<file path="src/rtl/pll_lock_supervisor_if.sv">
// Control/status bundle between the PLL lock supervisor and the PLL, the restart source and the reset fabric.
// The supervisor uses the slave modport; the PLL/controller side uses the master modport.
interface pll_lock_supervisor_if;
    logic       pll_lock;
    logic       restart;
    logic       pll_reset;
    logic       sys_rst_n;
    logic       locked;
    logic       lost_lock;
    logic       fail;
    logic [3:0] retry_cnt;

    modport master (
        output pll_lock, restart,
        input  pll_reset, sys_rst_n, locked, lost_lock, fail, retry_cnt
    );

    modport slave (
        input  pll_lock, restart,
        output pll_reset, sys_rst_n, locked, lost_lock, fail, retry_cnt
    );
endinterface

</file>
<file path="src/rtl/pll_lock_supervisor.sv">
// PLL reset sequencer and lock watchdog; releases sys_rst_n only after lock has been continuously stable.
// Latency: pll_lock is seen 2 cycles late through the synchroniser; outputs are registered; no backpressure.
module pll_lock_supervisor #(
    parameter int RST_PULSE    = 16,
    parameter int LOCK_TIMEOUT = 50000,
    parameter int LOCK_STABLE  = 1024,
    parameter int MAX_RETRY    = 7
) (
    input  logic                 clkin,
    input  logic                 rst_n,
    pll_lock_supervisor_if.slave bus
);
    localparam int RW = $clog2(RST_PULSE) + 1;
    localparam int TW = $clog2(LOCK_TIMEOUT) + 1;
    localparam int SW = $clog2(LOCK_STABLE) + 1;
    localparam logic [RW-1:0] RST_END   = RW'(RST_PULSE);
    localparam logic [TW-1:0] TO_END    = TW'(LOCK_TIMEOUT);
    localparam logic [SW-1:0] STAB_END  = SW'(LOCK_STABLE);
    localparam logic [3:0]    RETRY_END = 4'(MAX_RETRY);

    typedef enum logic [2:0] {
        S_RESET_PLL,
        S_WAIT_LOCK,
        S_STABLE,
        S_RUN,
        S_FAIL
    } state_t;

    state_t        state_q;
    logic          sync1_q;
    logic          lock_s_q;
    logic [RW-1:0] rst_cnt_q;
    logic [RW-1:0] rst_cnt_d;
    logic [TW-1:0] timer_q;
    logic [TW-1:0] timer_d;
    logic [SW-1:0] stab_cnt_q;
    logic [SW-1:0] stab_cnt_d;
    logic [3:0]    retry_q;
    logic [3:0]    retry_d;
    logic          pll_reset_q;
    logic          sys_rst_n_q;
    logic          locked_q;
    logic          lost_lock_q;
    logic          fail_q;
    logic          run_go;
    logic          timeout;

    assign rst_cnt_d  = rst_cnt_q + RW'(1);
    assign timer_d    = timer_q + TW'(1);
    assign stab_cnt_d = stab_cnt_q + SW'(1);
    assign retry_d    = retry_q + 4'd1;

    // Reaching RUN on the same edge as the timeout takes precedence over the retry.
    assign run_go  = (state_q == S_STABLE) && lock_s_q && (stab_cnt_d == STAB_END);
    assign timeout = ((state_q == S_WAIT_LOCK) || (state_q == S_STABLE)) &&
                     (timer_d == TO_END) && !run_go;

    always_ff @(posedge clkin or negedge rst_n) begin
        if (!rst_n) begin
            state_q     <= S_RESET_PLL;
            sync1_q     <= 1'b0;
            lock_s_q    <= 1'b0;
            rst_cnt_q   <= '0;
            timer_q     <= '0;
            stab_cnt_q  <= '0;
            retry_q     <= '0;
            pll_reset_q <= 1'b1;
            sys_rst_n_q <= 1'b0;
            locked_q    <= 1'b0;
            lost_lock_q <= 1'b0;
            fail_q      <= 1'b0;
        end else begin
            sync1_q     <= bus.pll_lock;
            lock_s_q    <= sync1_q;
            lost_lock_q <= 1'b0;
            if (bus.restart) begin
                state_q     <= S_RESET_PLL;
                rst_cnt_q   <= '0;
                timer_q     <= '0;
                stab_cnt_q  <= '0;
                retry_q     <= '0;
                pll_reset_q <= 1'b1;
                sys_rst_n_q <= 1'b0;
                locked_q    <= 1'b0;
                fail_q      <= 1'b0;
            end else if (timeout) begin
                retry_q     <= retry_d;
                rst_cnt_q   <= '0;
                pll_reset_q <= 1'b1;
                if (retry_d == RETRY_END) begin
                    state_q <= S_FAIL;
                    fail_q  <= 1'b1;
                end else begin
                    state_q <= S_RESET_PLL;
                end
            end else begin
                case (state_q)
                    S_RESET_PLL: begin
                        if (rst_cnt_d == RST_END) begin
                            state_q     <= S_WAIT_LOCK;
                            timer_q     <= '0;
                            pll_reset_q <= 1'b0;
                        end else begin
                            rst_cnt_q <= rst_cnt_d;
                        end
                    end
                    S_WAIT_LOCK: begin
                        timer_q <= timer_d;
                        if (lock_s_q) begin
                            state_q    <= S_STABLE;
                            stab_cnt_q <= '0;
                        end
                    end
                    S_STABLE: begin
                        timer_q <= timer_d;
                        if (run_go) begin
                            state_q     <= S_RUN;
                            sys_rst_n_q <= 1'b1;
                            locked_q    <= 1'b1;
                            retry_q     <= '0;
                        end else if (!lock_s_q) begin
                            state_q    <= S_WAIT_LOCK;
                            stab_cnt_q <= '0;
                        end else begin
                            stab_cnt_q <= stab_cnt_d;
                        end
                    end
                    S_RUN: begin
                        // Lock loss is not a failed attempt, so retry_q is left at zero.
                        if (!lock_s_q) begin
                            state_q     <= S_RESET_PLL;
                            rst_cnt_q   <= '0;
                            pll_reset_q <= 1'b1;
                            sys_rst_n_q <= 1'b0;
                            locked_q    <= 1'b0;
                            lost_lock_q <= 1'b1;
                        end
                    end
                    S_FAIL: begin
                        state_q <= S_FAIL;
                    end
                    default: begin
                        state_q <= S_RESET_PLL;
                    end
                endcase
            end
        end
    end

    assign bus.pll_reset = pll_reset_q;
    assign bus.sys_rst_n = sys_rst_n_q;
    assign bus.locked    = locked_q;
    assign bus.lost_lock = lost_lock_q;
    assign bus.fail      = fail_q;
    assign bus.retry_cnt = retry_q;
endmodule

</file>
<file path="src/flat_wrapper.sv">
// flat-port wrapper written by rule: the top's interface ports become plain ports
module pll_lock_supervisor_flat 
#(
    parameter int RST_PULSE    = 16,
    parameter int LOCK_TIMEOUT = 50000,
    parameter int LOCK_STABLE  = 1024,
    parameter int MAX_RETRY    = 7
)
  (clkin, rst_n, bus_pll_lock, bus_restart, bus_pll_reset, bus_sys_rst_n, bus_locked, bus_lost_lock, bus_fail, bus_retry_cnt);
  pll_lock_supervisor_if bus_i ();
  input  logic clkin;
  input  logic rst_n;
  input wire logic [$bits(bus_i.pll_lock)-1:0] bus_pll_lock;
  input wire logic [$bits(bus_i.restart)-1:0] bus_restart;
  output wire logic [$bits(bus_i.pll_reset)-1:0] bus_pll_reset;
  output wire logic [$bits(bus_i.sys_rst_n)-1:0] bus_sys_rst_n;
  output wire logic [$bits(bus_i.locked)-1:0] bus_locked;
  output wire logic [$bits(bus_i.lost_lock)-1:0] bus_lost_lock;
  output wire logic [$bits(bus_i.fail)-1:0] bus_fail;
  output wire logic [$bits(bus_i.retry_cnt)-1:0] bus_retry_cnt;
  assign bus_i.pll_lock = bus_pll_lock;
  assign bus_i.restart = bus_restart;
  assign bus_pll_reset = bus_i.pll_reset;
  assign bus_sys_rst_n = bus_i.sys_rst_n;
  assign bus_locked = bus_i.locked;
  assign bus_lost_lock = bus_i.lost_lock;
  assign bus_fail = bus_i.fail;
  assign bus_retry_cnt = bus_i.retry_cnt;
  pll_lock_supervisor #(.RST_PULSE(RST_PULSE), .LOCK_TIMEOUT(LOCK_TIMEOUT), .LOCK_STABLE(LOCK_STABLE), .MAX_RETRY(MAX_RETRY)) u_core (.clkin(clkin), .rst_n(rst_n), .bus(bus_i));
endmodule
</file>
<file path="config.mk">
export PLATFORM = sky130hd
export DESIGN_NAME = pll_lock_supervisor_flat
export DESIGN_NICKNAME = d
export VERILOG_FILES = /design/src/rtl/pll_lock_supervisor_if.sv /design/src/rtl/pll_lock_supervisor.sv /design/src/flat_wrapper.sv
export SDC_FILE = /design/constraint.sdc
export NUM_CORES = 1
export LEC_CHECK = 0
export BUFFER_PORTS_ARGS = -buffer_cell sky130_fd_sc_hd__buf_2
export CAP_MARGIN = 0
export CORE_MARGIN = 2
export CORE_UTILIZATION = 50
export CTS_CLUSTER_SIZE = 40
export DETAILED_ROUTE_END_ITERATION = 8
export GPL_TIMING_DRIVEN = 1
export PLACE_DENSITY = 0.72
export SLEW_MARGIN = 25
export SYNTH_ARGS = -nofsm -noshare
export SYNTH_HDL_FRONTEND = slang
export SYNTH_SLANG_ARGS = --single-unit
</file>
<file path="constraint.sdc">
create_clock -name clkin -period 3.68 [get_ports clkin]
set_input_delay 0.368 -clock clkin [delete_from_list [all_inputs] [get_ports clkin]]
set_output_delay 0.368 -clock clkin [all_outputs]
set_load 0.03 [all_outputs]
</file>
* After elaboration in Yosys (flattened, before gate mapping)
Cells that the tools add are included.
Cells by class: $add $sub $neg 4, eq/ne operators 19, multiplexer cells 45, reduce and logical (&&, ||, !) cells 24
Operators with widths (number):
- two-way mux 11 bit | 5
- two-way mux 17 bit | 3
- case mux 17 bit (2 select lines) | 1
- two-way mux 3 bit | 8
- case mux 11 bit (2 select lines) | 1
- two-way mux 5 bit | 4
- adder 17 x 1 -> 17 bit, second input constant | 1
- == test 17 x 16 -> 1 bit, second input constant | 1
- two-way mux 4 bit | 4
- two-way mux 1 bit | 15
- case mux 3 bit (5 select lines) | 1
- nonzero test 3 bit | 5
- AND reduction 4 bit | 3
- adder 11 x 1 -> 11 bit, second input constant | 1
- == test 11 bit, second input constant | 1
- case mux 5 bit (2 select lines) | 1
- inequality test 3 x 2 -> 1 bit, second input constant | 3
- AND reduction 3 bit | 3
- inequality test 4 x 2 -> 1 bit, second input constant | 2
- == test 3 x 2 -> 1 bit, second input constant | 2
- inequality test 3 bit, second input constant | 2
- adder 5 x 1 -> 5 bit, second input constant | 1
- == test 5 bit, second input constant | 1
- inequality test 5 bit, second input constant | 1
- 16 further kinds | 22
Storage, ports and cells: register bits 46, input port bits 4, output and inout bits 9, word-level logic and storage cells 103

* Logic depth before layout (Yosys ltp)
Gate-level depths: netlist (run 1).
word-level depth 7, mapped depth 10, depth with buffers taken out 8

* Least setup slack after synthesis (run 1)
Ideal clock, no wire load.
kind register to register, start register u_core.timer_q[0], end register u_core.rst_cnt_q[0], setup time 127 ps, arrival time 2677 ps, required time 3553 ps, slack 877 ps, stages on the path, launching flop included 11, path through dfrtp_1 > ha_1 > nand3_1 > buf_2 > nor3_1 > a31oi_1 > or3_4 > or4b_4 > buf_6 > a31oi_1 > mux2i_1
Between the ends: cells in the longest elaborated chain, start to end 6, elaborated cells between the ends (all ways) 10, classes of those cells add/sub: 1; eq/ne: 3; mux: 2; reduce/logical: 4
RTL lines:
- from (decl) | RTL line pll_lock_supervisor.sv:34 | logic [TW-1:0] timer_q;
- from (signal assigned) | RTL line pll_lock_supervisor.sv:108 | timer_q <= timer_d;
- from (signal assigned) | RTL line pll_lock_supervisor.sv:115 | timer_q <= timer_d;
- adder 17 x 1 -> 17 bit * | RTL line pll_lock_supervisor.sv:49 | assign timer_d = timer_q + TW'(1);
- == test 17 x 16 -> 1 bit * | RTL line pll_lock_supervisor.sv:56 | (timer_d == TO_END) && !run_go;
- logical AND 1 bit * | RTL line pll_lock_supervisor.sv:55 | assign timeout = ((state_q == S_WAIT_LOCK) || (state_q == S_STABLE)) &&
- logical AND 1 bit * | RTL line pll_lock_supervisor.sv:56
- inequality test 4 x 3 -> 1 bit (no line), or another cell as far along
- AND reduction 3 bit (no line) / two-way mux 5 bit (equally long branches)
- to (signal assigned) | RTL line pll_lock_supervisor.sv:104 | rst_cnt_q <= rst_cnt_d;
- to (decl) | RTL line pll_lock_supervisor.sv:32 | logic [RW-1:0] rst_cnt_q;
Every way passes the cells marked *; elsewhere a longest branch is shown, timed or not. A chain may end at the register's enable or synchronous reset.

* Final worst setup path (run 1)
start register u_core.timer_q[0], end register u_core.timer_q[0]
Between the ends: cells in the longest elaborated chain, start to end 6, elaborated cells between the ends (all ways) 9, classes of those cells add/sub: 1; eq/ne: 2; mux: 3; reduce/logical: 3
RTL lines (RTL line):
- adder 17 x 1 -> 17 bit * | pll_lock_supervisor.sv:49
- == test 17 x 16 -> 1 bit | pll_lock_supervisor.sv:56
- logical AND 1 bit | pll_lock_supervisor.sv:55
- logical AND 1 bit | pll_lock_supervisor.sv:56
- inequality test 2 bit (no line)
- AND reduction 3 bit (no line)
Every way passes the cells marked *; elsewhere a longest branch is shown, timed or not. The select of a mux whose other input is x is not followed.

==> run metrics, run 1 <==
unrepaired setup endpoints after global routing=no; gr usage total=a little over a fifth; Max FO, Critical Path=12; DRC violation count after routing=0; P_leak=between 0.001 and 0.0015 uW; Antenna Cells=0; Max Slew Vio Count=0; max_slew headroom=between 50% and 60%; setup_tns=0 ns; core area=between 5000 and 6000 um2; clock skew=0.00574 ns; CTS resizes=0; Final setup viols=0; Cell Pwr Density=between 300 and 400 nW/um2; number of synthesized flops with an enable pin=0; CTS max path bufs=2; Starting Density=approximately 53%; Hold Path Class=in2async; hpwl dp=between 4 and 5 mm; setup bufs post-CTS=0; critical path endpoint category=flop; GR peak layer=met1; CP cell instances=ha_1 -> nand3_1 -> nor4_1 -> xnor2_1 -> nand4bb_1 -> or4b_4 -> a21oi_4 -> a22o_1; post-route ant nets=0; reg2reg start=u_core.timer_q[0]; register bit total from synthesis=between 40 and 50; CP Class=reg2reg; H-tree Lvls=2; area grow syn2layout=5.84%; startpoint types=flop; drt first pass iters=4; global-route wire length before repair=roughly 12 mm; Max Cap Viol=0; Reg2Reg Depth=8; Reg clk slew, reported paths=around 0.090 ns; end-of-flow core utilization=55.6%; # nets final=around 370; Final Instance Count excl. Fillers=about 430; Largest stage delay, worst path=0.70 ns; worst hold slack=0.0721 ns; arrival time worst endpoint=~3.5 ns; CTS buffer count=5; # rows=28; register area share after synthesis=a little over a third; Synth Flop Type=dfrtp_1; Synth Net Count=roughly 370; die area=6950 um2; drt total wl=roughly 7.0 mm; grt ovf=0; Hold Buf Count CTS=0; vias in the first global route=approximately 2400; met1 Use GR=between 30% and 40%; reg-to-reg slack, setup=0.47 ns; status=complete, no violations; Final GP Congestion=0.832; Final Hold Vio Count=0; Slowest cell on crit path=or4b_4; # IOs=13; CTS tree=done; initial antenna violation count=0; Tcrit/Tclk final=just under 90%; Critical Path RT=3.92 ns; DP Cell Count=roughly 430; f_max=around 0.31 GHz; die height=around 83 um; GR Util met2=between 30 and 40%; Worst-Skew Late Latency=~0.3 ns; clk root buf=clkbuf_8; width of the die=between 80 and 90 um; met3 GRT Util=3.78%; Tmin final=3.21 ns; port bufs=12; DR vias=approximately 2700; Crit Reg-Reg Endpoint=u_core.timer_q[0]; share of cells above drive strength 1=between 10% and 20%; number of library cell types mapped by synthesis=66; maximum vdd drop=between 200 and 250 uV; CTS Sinks=46; Worst Max-Slew Pin Slew=0.654 ns; Avg Cell Area, Syn=a little under 9 um2; wire length per cell=~16 um; YS warnings=0; Iter 0 DRT Violations=roughly 210; Mapped Area=~3100 um2; cells after synthesis=~360; vias per std cell=approximately 6.2; Post-synth ARST share=100%; largest net degree at the start of global routing=47
[critical path: cells and delay by family (launching register included)]
family,cells,cell delay (ns)
compound gates,2,0.42
xor+xnor,1,0.22
fa+ha+maj,1,0.30
flops,1,0.49
simple gates,4,1.73
[sequential cells by signal, indices dropped and copies added (netlist names)]
register              count
u_core.lock_s_q           1
u_core.bus.sys_rst_n      1
u_core.sync1_q            1
u_core.timer_q           17
u_core.rst_cnt_q          5
u_core.stab_cnt_q        11
u_core.state_q            3
u_core.bus.retry_cnt      4
u_core.bus.fail           1
u_core.bus.pll_reset      1
u_core.bus.lost_lock      1
[worst max path at each step]
stage,startpoint,cells past startpoint,to,slack (ns)
after floorplan,u_core.timer_q[0],10,u_core.rst_cnt_q[0],0.88
after global placement,u_core.timer_q[0],9,u_core.timer_q[6],0.62
after detailed placement,u_core.timer_q[0],9,u_core.timer_q[6],0.55
after CTS,u_core.timer_q[0],8,u_core.timer_q[0],0.49
after global routing,u_core.timer_q[0],8,u_core.stab_cnt_q[8],0.20
final,u_core.timer_q[0],8,u_core.timer_q[0],0.47
[cells by family after synthesis]
group | count (synthesis) | share of synthesized area, %
and+or+nand+nor | 154 | 29.0
muxes | 4 | 1.27
DFF | 46 | 36.6
adders and majority gates | 7 | 2.78
AOI/OAI and AO/OA | 89 | 20.2
xor gates and xnor gates | 17 | 4.73
buffers and inverters | 39 | 5.36
[where the power goes]
| group | switching (uW) | leakage (uW) | internal, uW |
|---|---|---|---|
| Clock | 180 | 0.0000524 | 204 |
| Sequential | 55.4 | 0.000630 | 536 |
| Combinational | 228 | 0.000656 | 118 |
[routing by layer]
metal  share of wire [%]  vias up  wire length [um]
li1                    -     1310                 -
met1                  50     1311              3480
met2                  45       56              3160
met3                 3.9        9               275
met4                 1.0        0                73
met5                   0        -                 0
[Yosys cell counts (all sizes together) (7+ instances only)]
cell	n	area share [%]
inv	18	2.1
xnor2	10	2.8
o31a	8	2.2
o21ai	22	3.5
or3	9	1.9
nor2	30	3.6
buf	8	1.7
nand4	10	2.4
nor2b	8	1.6
dfrtp	45	36
nor4	8	2.3
nand2	25	3.0
xor2	7	1.9
a31oi	9	1.8
nand3	23	4.1
clkbuf	13	1.5
a21oi	12	2.4
and2	7	1.4
ha	7	2.8
[cell type report]
cell class | instances | area (um2)
well taps | 75 | 93.8
clock buffers | 7 | 76.3
clock inverters | 1 | 30.0
multi-input cells | 271 | 1830
inverters | 18 | 67.6
flip-flops and latches | 46 | 1150
fillers | 539 | 2660
repair buffers | 15 | 85.1
[cells in the final DEF, fill, tap and decap left out, drive strengths merged, types with 3 or more instances in the layout]
master / instances
a21oi: 12
a22o: 4
a22oi: 5
a31oi: 9
and2: 7
and3: 3
buf: 15
clkbuf: 7
dfrtp: 45
ha: 7
inv: 18
mux2i: 4
nand2: 25
nand2b: 5
nand3: 23
nand4: 10
nor2: 30
nor2b: 8
nor3: 6
nor3b: 3
nor4: 8
o211ai: 5
o21ai: 22
o2bb2ai: 3
o31a: 8
o31ai: 5
or3: 9
or4: 3
xnor2: 10
xor2: 7
[metrics by stage]
stage / power [uW] / setup slack, ns / area, um2
2_1_floorplan: 848 / 0.877 / 3150
3_3_place_gp: 935 / 0.620 / 3220
3_5_place_dp: 947 / 0.546 / 3230
4_1_cts: 1330 / 0.488 / 3330
5_1_grt: 1400 / 0.199 / 3330
6_report: 1320 / 0.475 / 3330
No activity file was read; power rests on OpenSTA's default activity.
==> run 2: changes to the inputs <==
- ABC_AREA: not set -> 1
- CORE_UTILIZATION: 50 -> 62
- PLACE_DENSITY: 0.72 -> 0.85
==> run metrics, run 2 <==
critical path depth in cells=13 (was 8); max FFs per register=17 (unchanged); Max Slew Vio Count=0 (unchanged); dominant cell type by area after synthesis=dfrtp_1 (unchanged); DR vias=2702 (was 2686); # nets final=454 (was 368); Starting Density=64.1% (was 52.6%); critical path's most frequent cell=nand2_1; Slowest cell on crit path=dfrtp_1 (was or4b_4); Avg Cell Area, Syn=6.92 um2 (was 8.85 um2); register area share after synthesis=38.3% (was 36.6%); unrepaired setup endpoints after global routing=no (unchanged); Post-synth ARST share=100% (unchanged); YS warnings=0 (unchanged); area occupied by multi-input gates=1620 um2 (was 1830 um2); drt total wl=6.26 mm (was 7.00 mm); arrival time worst endpoint=2.96 ns (was 3.45 ns); register bit total from synthesis=46 (unchanged); die area=5420 um2 (was 6950 um2); Mapped Area=3010 um2 (was 3150 um2); setup bufs post-CTS=0 (unchanged); most frequent cells in the layout=156 x nand2_1, 45 x inv_1, 45 x dfrtp_1 (was 45 x dfrtp_1, 30 x nor2_1, 25 x nand2_1); Max Cap Viol=0 (unchanged); Buf+Inv Stages, Crit Path=0 (unchanged); Antenna Cells=0 (unchanged); biggest regs=u_core.timer_q (17), u_core.stab_cnt_q (11), u_core.rst_cnt_q (5) (unchanged); grt ovf=0 (unchanged); CTS resizes=0 (unchanged); cells after synthesis=434 (was 356); H-tree Lvls=2 (unchanged); most frequent cells after synthesis=156 x nand2_1, 45 x dfrtp_1, 45 x inv_1 (was 45 x dfrtp_1, 30 x nor2_1, 25 x nand2_1); number of library cell types mapped by synthesis=31 (was 66); hpwl dp=4.62 mm (was 4.81 mm); startpoint types=flop (unchanged); max_slew headroom=48.3% (was 56.1%); # IOs=13 (unchanged); wire length per cell=12.6 um (was 16.2 um); Hold Buf Count CTS=0 (unchanged); vias in the first global route=2560 (was 2391); Max FO, Critical Path=25 (was 12); P_leak=0.00153 uW (was 0.00134 uW); reg-to-reg slack, setup=0.92 ns (was 0.47 ns); Worst-Skew Late Latency=0.31 ns (was 0.30 ns); die height=73.6 um (was 83.4 um); width of the die=73.6 um (was 83.4 um); clk root buf=clkbuf_8 (unchanged); global-route wire length before repair=10.9 mm (was 12.0 mm); CTS tree=done (unchanged); Final Hold Vio Count=0 (unchanged); share of the synthesized area in the top cell type=37.5% (was 35.8%); cell family with most CP delay=simple AND/OR/NAND/NOR gates (unchanged); initial antenna violation count=0 (unchanged); area grow syn2layout=6.04% (was 5.84%); vias per std cell=5.43 (was 6.20); Iter 0 DRT Violations=179 (was 211); CP cell instances=ha_1 -> nand2_1 -> nor2_1 -> nand2_1 -> nor2_1 -> nand2_1 -> nand2_1 -> nand3_1 -> nor2_1 -> nand2_1 -> nand4_1 -> nand2_1 -> o21ai_0 (was ha_1 -> nand3_1 -> nor4_1 -> xnor2_1 -> nand4bb_1 -> or4b_4 -> a21oi_4 -> a22o_1); Largest stage delay, worst path=0.55 ns (was 0.70 ns); gr usage total=25.7% (was 21.1%); f_max=0.363 GHz (was 0.312 GHz); Final setup viols=0 (unchanged); Tmin final=2.76 ns (was 3.21 ns); Synth Flop Type=dfrtp_1 (unchanged); port bufs=12 (unchanged); Biggest register=u_core.timer_q (unchanged); Final GP Congestion=0.896 (was 0.832); CTS max path bufs=2 (unchanged); Synth Net Count=445 (was 367); top cells by area, synth=dfrtp_1 37%, nand2_1 19%, nand3_1 7.0% (was dfrtp_1 36%, nor2_1 3.6%, nand3_1 3.5%); largest net degree at the start of global routing=47 (unchanged); drt first pass iters=4 (unchanged); CTS Sinks=46 (unchanged); count leader, synth=nand2_1 (was dfrtp_1); core area=4690 um2 (was 5990 um2); Reg clk slew, reported paths=0.09 ns (about the same); number of synthesized flops with an enable pin=0 (unchanged); Hold Path Class=in2async (unchanged); CTS buffer count=5 (unchanged); Tcrit/Tclk final=74.9% (was 87.1%); status=complete, no violations (unchanged); commonest non-fill, non-tap cell in the layout=nand2_1 (was dfrtp_1); clock skew=0.0105 ns (was 0.00574 ns); register area=1150 um2 (unchanged); Critical Path RT=3.88 ns (was 3.92 ns); post-route ant nets=0 (unchanged); CP Class=reg2reg (unchanged); Reg2Reg Depth=13 (was 8); share of cells above drive strength 1=8.78% (was 10.9%); Worst Max-Slew Pin Slew=0.774 ns (was 0.654 ns); maximum vdd drop=318 uV (was 216 uV); FILL cells=407 (was 539); critical path endpoint category=flop (unchanged); setup_tns=0 ns (unchanged); worst hold slack=0.0483 ns (was 0.0721 ns); Cell Pwr Density=432 nW/um2 (was 396 nW/um2); DRC violation count after routing=0 (unchanged); # rows=25 (was 28)
-- run 2: cell types whose count changed after synthesis, sizes merged, moves of 6 or more --
cell    before  now
nand3       23   43
a21oi       12    5
nor2b        8    0
nor4         8    0
inv         18   46
clkbuf      13    4
xnor2       10    4
nor2        30   52
a31oi        9    0
nand2       25  161
or3          9    0
and2         7    0
nand3b       1    8
o31a         8    0
-- run 2: cells by family (layout without fill, tap and decap cells) --
family | count (synthesis) | in the layout | synth area share [%]
AO/OA/AOI/OAI | 35 | 35 | 6.37
XOR/XNOR | 9 | 9 | 2.62
adder cells (fa/ha/maj) | 7 | 7 | 2.91
buffers and inverters | 56 | 66 | 7.78
flip-flops | 46 | 46 | 38.3
AND/OR/NAND/NOR | 281 | 281 | 42.0
-- run 2: power by group --
group / internal (uW) / switching [uW] / total (uW)
clock network: 204 / 182 / 385
logic: 101 / 284 / 386
registers: 554 / 51.8 / 606
total: 859 / 518 / 1380
-- run 2: routing by layer --
| metal | GRT usage, % | part of all wire (%) | vias to the layer above |
|---|---|---|---|
| li1 | - | - | 1404 |
| met1 | 32.4 | 45 | 1246 |
| met2 | 44.5 | 51 | 45 |
| met3 | 4.80 | 3.2 | 7 |
| met4 | 7.68 | 0.98 | 0 |
| met5 | 0 | 0 | - |
-- run 2: area by class of cell --
| type | instances | area share, % |
|---|---|---|
| multi-input cells | 332 | 50.8 |
| inverters | 46 | 5.42 |
| clock buffers | 5 | 2.16 |
| flip-flops and latches | 46 | 36.2 |
| well taps | 54 | 2.12 |
| repair buffers | 12 | 1.96 |
| clock inverters | 3 | 1.37 |
-- run 2: worst paths after layout --
check / endpoint / from
worst min-delay path: u_core.bus.retry_cnt[0] / rst_n
min in group clkin: u_core.sync1_q / bus_pll_lock
worst min register to register: u_core.lock_s_q / u_core.sync1_q
worst max-delay path: u_core.timer_q[0] / u_core.stab_cnt_q[0]
max in group asynchronous: u_core.rst_cnt_q[3] / rst_n
worst max register to register: u_core.timer_q[0] / u_core.stab_cnt_q[0]
-- run 2: stage by stage --
| step | total power (uW) | instance area (um2) | instances | util [%] | setup slack, ns |
|---|---|---|---|---|---|
| after floorplan | 927 | 3010 | 434 | - | 1.62 |
| after global placement | 985 | 3070 | 490 | 65.5 | 1.15 |
| after detailed placement | 999 | 3070 | 490 | 65.5 | 0.998 |
| after CTS | 1380 | 3180 | 498 | 67.9 | 0.927 |
| after global routing | 1470 | 3190 | 498 | 67.9 | 0.581 |
| final | 1380 | 3190 | 498 | 67.9 | 0.922 |
==> run 3: changes to the inputs <==
- clock period: 3.68 -> 2.6 ns (I/O delays scaled with it)
==> run metrics, run 3 (synthesis gave the netlist of run 2 again) <==
CTS buffer count=5 (unchanged); clk root buf=clkbuf_8 (unchanged); port bufs=12 (unchanged); biggest regs=u_core.timer_q (17), u_core.stab_cnt_q (11), u_core.rst_cnt_q (5) (unchanged); arrival time worst endpoint=2.62 ns (was 2.96 ns); GR peak layer=met2 (unchanged); max_slew headroom=56.8% (was 48.3%); post-route ant nets=0 (unchanged); H-tree Lvls=2 (unchanged); die area=5420 um2 (unchanged); Tcrit/Tclk final=91.1% (was 74.9%); Biggest register=u_core.timer_q (unchanged); GR Util met2=46.9% (was 44.5%); Max Cap Viol=0 (unchanged); met1 Use GR=33.0% (was 32.4%); met3 GRT Util=4.80% (unchanged); Reg clk slew, reported paths=0.09 ns (about the same); Antenna Cells=0 (unchanged); Final GP Congestion=0.916 (was 0.896); DR vias=2808 (was 2702); Critical Path RT=2.85 ns (was 3.88 ns); CTS max path bufs=2 (unchanged); # IOs=13 (unchanged); Crit Reg-Reg Endpoint=u_core.stab_cnt_q[6] (was u_core.timer_q[0]); Hold Path Class=in2async (unchanged); Final Hold Vio Count=45 (was 0); maximum vdd drop=429 uV (was 318 uV); setup_tns=0 ns (unchanged); largest net degree at the start of global routing=47 (unchanged); commonest non-fill, non-tap cell in the layout=nand2_1 (unchanged); worst hold slack=-0.0519 ns (was 0.0483 ns); core area=4690 um2 (unchanged); global-route wire length before repair=11.5 mm (was 10.9 mm); Worst-Skew Late Latency=0.31 ns (about the same); drt total wl=6.73 mm (was 6.26 mm); # nets final=462 (was 454); unrepaired setup endpoints after global routing=no (unchanged); Worst Max-Slew Pin Slew=0.645 ns (was 0.774 ns); max FFs per register=17 (unchanged); failing checks=hold timing; vias per std cell=5.55 (was 5.43); status=finished, violations left (was complete, no violations); grt ovf=0 (unchanged); CTS tree=done (unchanged); gr usage total=27.1% (was 25.7%); Cell Pwr Density=626 nW/um2 (was 432 nW/um2); vias in the first global route=2658 (was 2560); P_leak=0.00156 uW (was 0.00153 uW); reg-to-reg slack, setup=0.23 ns (was 0.92 ns); area grow syn2layout=8.49% (was 6.04%); Hold Buf Count CTS=0 (unchanged); Max FO, Critical Path=7 (was 25); Starting Density=64.1% (unchanged); critical path endpoint category=flop (unchanged); initial antenna violation count=0 (unchanged); die height=73.6 um (unchanged); startpoint types=flop (unchanged); Iter 0 DRT Violations=161 (was 179); share of cells above drive strength 1=10.6% (was 8.78%); # rows=25 (unchanged); drt first pass iters=5 (was 4); f_max=0.422 GHz (was 0.363 GHz); hpwl dp=4.80 mm (was 4.62 mm); clock skew=0.0102 ns (was 0.0105 ns); DRC violation count after routing=0 (unchanged); reg2reg start=u_core.stab_cnt_q[1] (was u_core.stab_cnt_q[0]); CP Class=reg2reg (unchanged); width of the die=73.6 um (unchanged); Reg2Reg Depth=16 (was 13); Max Slew Vio Count=0 (unchanged); Tmin final=2.37 ns (was 2.76 ns); wire length per cell=13.3 um (was 12.6 um); most frequent cells in the layout=156 x nand2_1, 45 x inv_1, 44 x dfrtp_1 (was 156 x nand2_1, 45 x inv_1, 45 x dfrtp_1); CTS Sinks=46 (unchanged); Final setup viols=0 (unchanged)
## run 3: cell count changes in the layout (fill, tap and decap cells not counted)
| cell | before | now |
|---|---|---|
| buf_12 | 0 | 1 |
| buf_4 | 1 | 8 |
| clkbuf_1 | 0 | 1 |
| clkinv_2 | 1 | 0 |
| clkinvlp_4 | 0 | 1 |
| dfrtp_1 | 45 | 44 |
| dfrtp_2 | 0 | 1 |
| ha_1 | 7 | 6 |
| ha_2 | 0 | 1 |
| inv_6 | 1 | 0 |
## run 3: layer usage
| metal | vias to the layer above | routed length (um) |
|---|---|---|
| met3 | 33 | 330 |
| met4 | 0 | 210 |
| met1 | 1271 | 2760 |
| li1 | 1411 | - |
| met5 | - | 0 |
| met2 | 93 | 3440 |
## run 3: per-stage QoR
step	instance area, um2	util (%)	cells	power (uW)	setup slack (ns)
finish	3260	69.5	506	2040	0.232
detailed placement	3110	66.2	493	1460	0.242
floorplan	3010	-	434	1310	0.538
CTS	3220	68.6	501	1990	0.230
global route	3260	69.5	506	2160	0.0212
global placement	3110	66.2	493	1430	0.325
## run 3: worst max path at each step
stage	start	end	slack, ns
4_1_cts	u_core.stab_cnt_q[1]	u_core.stab_cnt_q[7]	0.23
3_5_place_dp	u_core.stab_cnt_q[1]	u_core.stab_cnt_q[7]	0.24
3_3_place_gp	u_core.stab_cnt_q[1]	u_core.stab_cnt_q[1]	0.32
2_1_floorplan	u_core.timer_q[0]	u_core.stab_cnt_q[0]	0.54
6_report	u_core.stab_cnt_q[1]	u_core.stab_cnt_q[6]	0.23
5_1_grt	u_core.stab_cnt_q[1]	u_core.rst_cnt_q[1]	0.02
## run 3: power by group
part	switching [uW]	leakage, uW	total, uW	internal (uW)
Combinational	440	0.000886	655	215
Clock	253	0.0000514	540	287
Sequential	62.5	0.000626	847	784
## run 3: timing repair
item / 4_1_cts / 5_1_grt
buffers inserted: 0 / 5
endpoints found under the setup margin: 0 / 15
gates resized for setup: 0 / 2
## run 3: area by class of cell
| cell class | count | area (um2) |
|---|---|---|
| well taps | 54 | 67.6 |
| repair buffers | 20 | 135 |
| multi-input cells | 332 | 1620 |
| fillers | 376 | 1430 |
| clock buffers | 6 | 72.6 |
| flip-flops and latches | 46 | 1150 |
| inverters | 46 | 173 |
| clock inverters | 2 | 37.5 |
## run 3: worst max-delay path, stage by stage (launching register included)
cell and delay [ns]:
dfrtp_1 0.43, ha_1 0.23, nand2_1 0.08, nor2_1 0.15, nand2_1 0.11, nor2_1 0.11
nand2_1 0.05, nand2_1 0.11, nand2_1 0.06, nor2_1 0.11, nand2_2 0.12, nand3_4 0.16
nor2_4 0.06, nor2_4 0.19, buf_4 0.17, nand3_1 0.09, nand2_1 0.09
